===== src/rtl/lsu_mem.sv =====
// Memory-stage load/store unit: decodes M-stage load/store controls, runs one
// outstanding req/ready/rvalid data-bus access, stalls until done, extends loads.
module lsu_mem #(
    parameter int unsigned TIMEOUT = 255
) (
    input  logic        clk,
    input  logic        rst,
    input  logic [2:0]  wr_en_M,
    input  logic [2:0]  rd_en_M,
    input  logic [31:0] addr_M,
    input  logic [31:0] wdata_M,
    output logic        stall_M,
    output logic [31:0] load_data_M,
    output logic        misalign_M,
    output logic        bus_err_M,
    output logic        mem_req,
    output logic        mem_we,
    output logic [31:0] mem_addr,
    output logic [3:0]  mem_be,
    output logic [31:0] mem_wdata,
    input  logic        mem_ready,
    input  logic        mem_rvalid,
    input  logic [31:0] mem_rdata
);

    typedef enum logic [1:0] {StIdle, StReq, StWaitR} state_e;

    localparam logic [7:0] TimeoutLast = 8'(TIMEOUT - 1);

    state_e      state_q, state_d;
    logic        mem_req_q, mem_req_d;
    logic        mem_we_q, mem_we_d;
    logic [31:0] mem_addr_q, mem_addr_d;
    logic [3:0]  mem_be_q, mem_be_d;
    logic [31:0] mem_wdata_q, mem_wdata_d;
    logic [2:0]  ld_type_q, ld_type_d;
    logic [1:0]  off_q, off_d;
    logic [7:0]  cnt_q, cnt_d;
    logic [31:0] load_q, load_d;
    logic        bus_err_q, bus_err_d;

    logic        is_store, is_load, misaligned, access_ok;
    logic [1:0]  size;
    logic [3:0]  be;
    logic [31:0] wdata_lanes;
    logic [7:0]  rd_byte;
    logic [15:0] rd_half;
    logic [31:0] ext_data;

    // Access decode; a legal store code takes priority over any load code.
    always_comb begin
        is_store = 1'b0;
        is_load  = 1'b0;
        size     = 2'd0;
        case (wr_en_M)
            3'b001: begin is_store = 1'b1; size = 2'd0; end
            3'b010: begin is_store = 1'b1; size = 2'd1; end
            3'b011: begin is_store = 1'b1; size = 2'd2; end
            default: ;
        endcase
        if (!is_store) begin
            case (rd_en_M)
                3'b001, 3'b100: begin is_load = 1'b1; size = 2'd0; end
                3'b010, 3'b101: begin is_load = 1'b1; size = 2'd1; end
                3'b011:         begin is_load = 1'b1; size = 2'd2; end
                default: ;
            endcase
        end
        misaligned = (is_store || is_load) &&
                     (((size == 2'd1) && addr_M[0]) || ((size == 2'd2) && (addr_M[1:0] != 2'b00)));
        // Decode is ignored while in reset or during the bus-error release cycle.
        access_ok  = rst && (state_q == StIdle) && !bus_err_q &&
                     (is_store || is_load) && !misaligned;
        case (size)
            2'd0: begin
                be          = 4'b0001 << addr_M[1:0];
                wdata_lanes = {4{wdata_M[7:0]}};
            end
            2'd1: begin
                be          = 4'b0011 << addr_M[1:0];
                wdata_lanes = {2{wdata_M[15:0]}};
            end
            default: begin
                be          = 4'b1111;
                wdata_lanes = wdata_M;
            end
        endcase
    end

    assign misalign_M = rst && (state_q == StIdle) && !bus_err_q && misaligned;

    // Lane select and extension using the offset captured with the request.
    always_comb begin
        case (off_q)
            2'd0:    rd_byte = mem_rdata[7:0];
            2'd1:    rd_byte = mem_rdata[15:8];
            2'd2:    rd_byte = mem_rdata[23:16];
            default: rd_byte = mem_rdata[31:24];
        endcase
        rd_half = off_q[1] ? mem_rdata[31:16] : mem_rdata[15:0];
        case (ld_type_q)
            3'b001:  ext_data = {{24{rd_byte[7]}}, rd_byte};
            3'b010:  ext_data = {{16{rd_half[15]}}, rd_half};
            3'b100:  ext_data = {24'd0, rd_byte};
            3'b101:  ext_data = {16'd0, rd_half};
            default: ext_data = mem_rdata;
        endcase
    end

    always_comb begin
        state_d     = state_q;
        mem_req_d   = mem_req_q;
        mem_we_d    = mem_we_q;
        mem_addr_d  = mem_addr_q;
        mem_be_d    = mem_be_q;
        mem_wdata_d = mem_wdata_q;
        ld_type_d   = ld_type_q;
        off_d       = off_q;
        cnt_d       = cnt_q;
        load_d      = load_q;
        bus_err_d   = 1'b0;
        stall_M     = 1'b0;
        load_data_M = load_q;

        unique case (state_q)
            StIdle: begin
                if (access_ok) begin
                    stall_M     = 1'b1;
                    state_d     = StReq;
                    mem_req_d   = 1'b1;
                    mem_we_d    = is_store;
                    mem_addr_d  = {addr_M[31:2], 2'b00};
                    mem_be_d    = be;
                    mem_wdata_d = is_store ? wdata_lanes : 32'd0;
                    ld_type_d   = rd_en_M;
                    off_d       = addr_M[1:0];
                    cnt_d       = 8'd0;
                end
            end
            StReq: begin
                cnt_d = cnt_q + 8'd1;
                if (mem_ready) begin
                    mem_req_d = 1'b0;
                    state_d   = mem_we_q ? StIdle : StWaitR;
                    cnt_d     = 8'd0;
                end else if (cnt_q == TimeoutLast) begin
                    stall_M   = 1'b1;
                    mem_req_d = 1'b0;
                    state_d   = StIdle;
                    bus_err_d = 1'b1;
                    if (!mem_we_q) begin
                        load_d = 32'd0;
                    end
                end else begin
                    stall_M = 1'b1;
                end
            end
            StWaitR: begin
                cnt_d = cnt_q + 8'd1;
                if (mem_rvalid) begin
                    state_d     = StIdle;
                    load_d      = ext_data;
                    load_data_M = ext_data;
                end else if (cnt_q == TimeoutLast) begin
                    stall_M   = 1'b1;
                    state_d   = StIdle;
                    bus_err_d = 1'b1;
                    load_d    = 32'd0;
                end else begin
                    stall_M = 1'b1;
                end
            end
            default: state_d = StIdle;
        endcase
    end

    always_ff @(posedge clk or negedge rst) begin
        if (!rst) begin
            state_q     <= StIdle;
            mem_req_q   <= 1'b0;
            mem_we_q    <= 1'b0;
            mem_addr_q  <= 32'd0;
            mem_be_q    <= 4'd0;
            mem_wdata_q <= 32'd0;
            ld_type_q   <= 3'd0;
            off_q       <= 2'd0;
            cnt_q       <= 8'd0;
            load_q      <= 32'd0;
            bus_err_q   <= 1'b0;
        end else begin
            state_q     <= state_d;
            mem_req_q   <= mem_req_d;
            mem_we_q    <= mem_we_d;
            mem_addr_q  <= mem_addr_d;
            mem_be_q    <= mem_be_d;
            mem_wdata_q <= mem_wdata_d;
            ld_type_q   <= ld_type_d;
            off_q       <= off_d;
            cnt_q       <= cnt_d;
            load_q      <= load_d;
            bus_err_q   <= bus_err_d;
        end
    end

    assign mem_req   = mem_req_q;
    assign mem_we    = mem_we_q;
    assign mem_addr  = mem_addr_q;
    assign mem_be    = mem_be_q;
    assign mem_wdata = mem_wdata_q;
    assign bus_err_M = bus_err_q;

endmodule


===== config.mk =====
export PLATFORM = sky130hd
export DESIGN_NAME = lsu_mem
export DESIGN_NICKNAME = d
export VERILOG_FILES = /design/src/rtl/lsu_mem.sv
export SDC_FILE = /design/constraint.sdc
export NUM_CORES = 1
export LEC_CHECK = 0
export CORE_UTILIZATION = 30
export CTS_BUF_LIST = sky130_fd_sc_hd__clkbuf_16
export CTS_CLUSTER_SIZE = 28
export DETAILED_ROUTE_END_ITERATION = 6
export GPL_ROUTABILITY_DRIVEN = 0
export REMOVE_ABC_BUFFERS = 1
export SLEW_MARGIN = 10
export SYNTH_ARGS = -nofsm -noshare
export SYNTH_HDL_FRONTEND = slang
export SYNTH_SLANG_ARGS = --single-unit

===== constraint.sdc =====
create_clock -name clk -period 4.7 [get_ports clk]
set_input_delay 0.705 -clock clk [delete_from_list [all_inputs] [get_ports clk]]
set_output_delay 0.705 -clock clk [all_outputs]
set_load 0.05 [all_outputs]

==> qor.csv <==
stage;metric;value;unit
logic_synthesis;synth_top_cell_by_area;dfrtp_1;
sta;rsz0062_at_grt;false;
drt;avgViaCountPerCell;5.154;
drt;routed_wl;21610;µm
power_and_ir_drop;power;6337;µW
cts;cts.sinks;116;
layout;diodes;0;
logic_synthesis;synth-main-ff-cell;dfrtp_1;
setup_path;crit_cells;7;
logic_synthesis;yosys-top-cells-count;116 x dfrtp_1, 63 x mux2_2, 49 x o21ai_0;
placement;dp_hpwl;15450;µm
logic_synthesis;async_flop_share;100.0;%
logic_synthesis;synth_most_common_cell;dfrtp_1;
cts;worstSkewPairLatency;0.42;ns
floorplanning;core-area;21760;µm²
cts;post_cts_buffers;0;
floorplanning;die_h;150.8;µm
placement;pre_cts_slack;0.5027;ns
setup_path;cp_num_buf_inv;2;
setup_path;reg2reg_slack;2.07;ns
layout;fillCellCount;2078;
grt;grt_usage;19.29;%
sta;finalHoldViolCount;0;
cts;cts_made_buffers;17;
worst_hold_path;hold_class;in -> async;
sta;fin_setup_tns;0;ns
setup_path;cpMostUsedCell;clkdlybuf4s50_1;
setup_path;crit_start;mem_rdata[31];
cts;clock_path_buffers;2;
logic_synthesis;synth_area_leaders;dfrtp_1 44%, mux2_2 11%, mux2i_1 4.1%, o21ai_0 3.7%, a21oi_1 3.4%;
setup_path;reg2reg_depth;8;
logic_synthesis;synth.avg_cell_area;10.56;µm²
grt;grt_pass1_vias;5771;
layout;syn_to_final_growth;43.89;%
sta;worst_slew_pin_slew;1.010;ns
setup_path;worstReg2RegStart;state_q[0];
setup_path;crit_chain;clkdlybuf4s50_1 -> mux4_2 -> and3_1 -> o21ai_4 -> and2_1 -> a21oi_1 -> clkdlybuf4s50_1;
grt;grt_pass1_wl;33360;µm
sta;setup_viol;0;
grt;overflow;0;
logic_synthesis;yosys_warnings;0;
sta;fin_crit;4.204;ns
logic_synthesis;syn_area;6643;µm²
logic_synthesis;synth_edf_count;0;
sta;fin_ws;0.4959;ns
power_and_ir_drop;powerDensity;663.0;nW/µm²
drt;vias;5773;
sta;post-route-period-util;89.45;%
drt;antenna_left;0;
layout;nets;939;
setup_path;worstSetupEndpoint;load_data_M[30];
setup_path;required;3.99;ns
setup_path;crit_slowest_cell;clkdlybuf4s50_1;
status;status;finished clean;
sta;fmax;237.9;MHz
setup_path;critical-path-max-stage-delay;0.72;ns
setup_path;worstReg2RegEnd;mem_addr[26];
cts;h-tree-depth;4;
floorplanning;initial_core_util;30.53;%
setup_path;startpoint_type;primary input;
sta;finalClockSkew;0.006883;ns
cts;cts_hold_buf;0;
flow_run;maxCapViolations;0;
sta;slew_violations;0;
drt;drt_iter0_drc;194;
logic_synthesis;ys_types;63;
power_and_ir_drop;vdd_ir_drop_max;311.9;µV
setup_path;cp_top_family;buffers and inverters;
cts;ctsResizeCount;0;
placement;numPortBuffers;208;
logic_synthesis;syn_inst;629;
power_and_ir_drop;leakagePower;0.004174;µW
cts;clock-root-buffer;clkbuf_16;
sta;slew_headroom;32.25;%
logic_synthesis;ys_seq_area_share;43.70;%
setup_path;path_max_fanout;16;
setup_path;endpoint_kind;primary output;
drt;dr.pass1.iters;5;
layout;layout-drive-gt1-share;17.98;%
floorplanning;boundaryPins;211;
drt;drc;0;
layout;fin_util;43.93;%
cts;cts_tree;built;
setup_path;arrival;3.50;ns
grt;antenna_found_initial;0;
floorplanning;die_area;22740;µm²
drt;wire_per_inst;19.29;µm
floorplanning;die_w;150.8;µm
logic_synthesis;yosys.area.top_type_share;43.70;%
logic_synthesis;synth_seq_cells;116;
grt;grt_max_degree;73;
cts;clkTransAtPathRegs;0.06;ns
setup_path;critPathKind;in -> out;
floorplanning;rows;54;
registers in the layout, summed over array words and instances, names as in the netlist:
name       cells
load_q        32
mem_wdata     32
mem_addr      30
cnt_q          8
mem_be         4
ld_type_q      3
off_q          2
state_q        2
bus_err_M      1
mem_req        1
mem_we         1
layer usage:
layer  up-vias  part of all wire (%)  track usage, %
met3        43                   3.3           3.283
met2       145                    48           30.28
met5         -                     0               0
met4         0                   3.7           9.100
met1      2842                    45           25.77
li1       2743                     -               -
logic make-up (layout without fill, tap and decap cells):
group	after synthesis	in the layout	share of synthesized area (%)
xor+xnor	3	3	0.3956
flops	116	116	43.70
fa+ha+maj	6	6	1.130
other cells	1	2	0.05645
compound gates	198	198	21.32
simple gates	136	136	10.66
mux	101	101	17.97
buf+inv	68	278	4.765
report_power, final:
| part | leakage [µW] | internal (µW) | total (µW) | switching [µW] |
|---|---|---|---|---|
| clock network | 0.000283 | 708 | 1280 | 571 |
| logic | 0.00238 | 1240 | 3500 | 2260 |
| registers | 0.00151 | 1340 | 1560 | 219 |
worst min-delay path by stage:
stage | from | end | slack (ns) | depth (start not counted)
floorplan | rst | bus_err_M | 0.41 | 0
global placement | mem_wdata[19] | mem_wdata[19] | 0.46 | 1
detailed placement | mem_wdata[22] | mem_wdata[22] | 0.47 | 1
CTS | rst | mem_addr[8] | 0.41 | 2
global route | rst | mem_addr[14] | 0.44 | 2
finish | rst | load_q[23] | 0.40 | 2
layout by cell type, fill, tap and decap left out, types with 4 or more instances in the layout:
| master | count |
|---|---|
| nand2_1 | 35 |
| nand2b_1 | 12 |
| clkdlybuf4s50_1 | 204 |
| inv_1 | 19 |
| dfrtp_1 | 116 |
| a21oi_1 | 45 |
| o41ai_2 | 8 |
| inv_6 | 7 |
| nor2_1 | 35 |
| o31ai_1 | 9 |
| nor4_1 | 10 |
| a21o_1 | 26 |
| o21ai_0 | 49 |
| buf_4 | 23 |
| and2_1 | 5 |
| mux2i_1 | 27 |
| a22oi_1 | 15 |
| o41ai_1 | 4 |
| mux4_2 | 8 |
| nand3b_1 | 9 |
| clkbuf_16 | 17 |
| ha_1 | 6 |
| nor3_1 | 6 |
| inv_8 | 5 |
| o221a_2 | 8 |
| mux2_2 | 63 |
| o211ai_1 | 4 |
per-stage QoR:
stage	area [µm²]	instances	hold slack (ns)
floorplan	6401	581	0.4094
global placement	8982	1088	0.4618
detailed placement	8982	1088	0.4663
CTS	9558	1120	0.4120
global route	9558	1120	0.4397
finish	9558	1120	0.3986
layout make-up:
type | instances | area (µm²) | area share [%]
clock buffers | 17 | 425.4 | 4.451
repair buffers | 227 | 2215 | 23.17
well taps | 280 | 350.3 | 3.665
flip-flops and latches | 116 | 2903 | 30.37
multi-input cells | 446 | 3443 | 36.03
clock inverters | 15 | 150.1 | 1.571
inverters | 19 | 71.32 | 0.7462
Power figures use the tool's default switching activity.
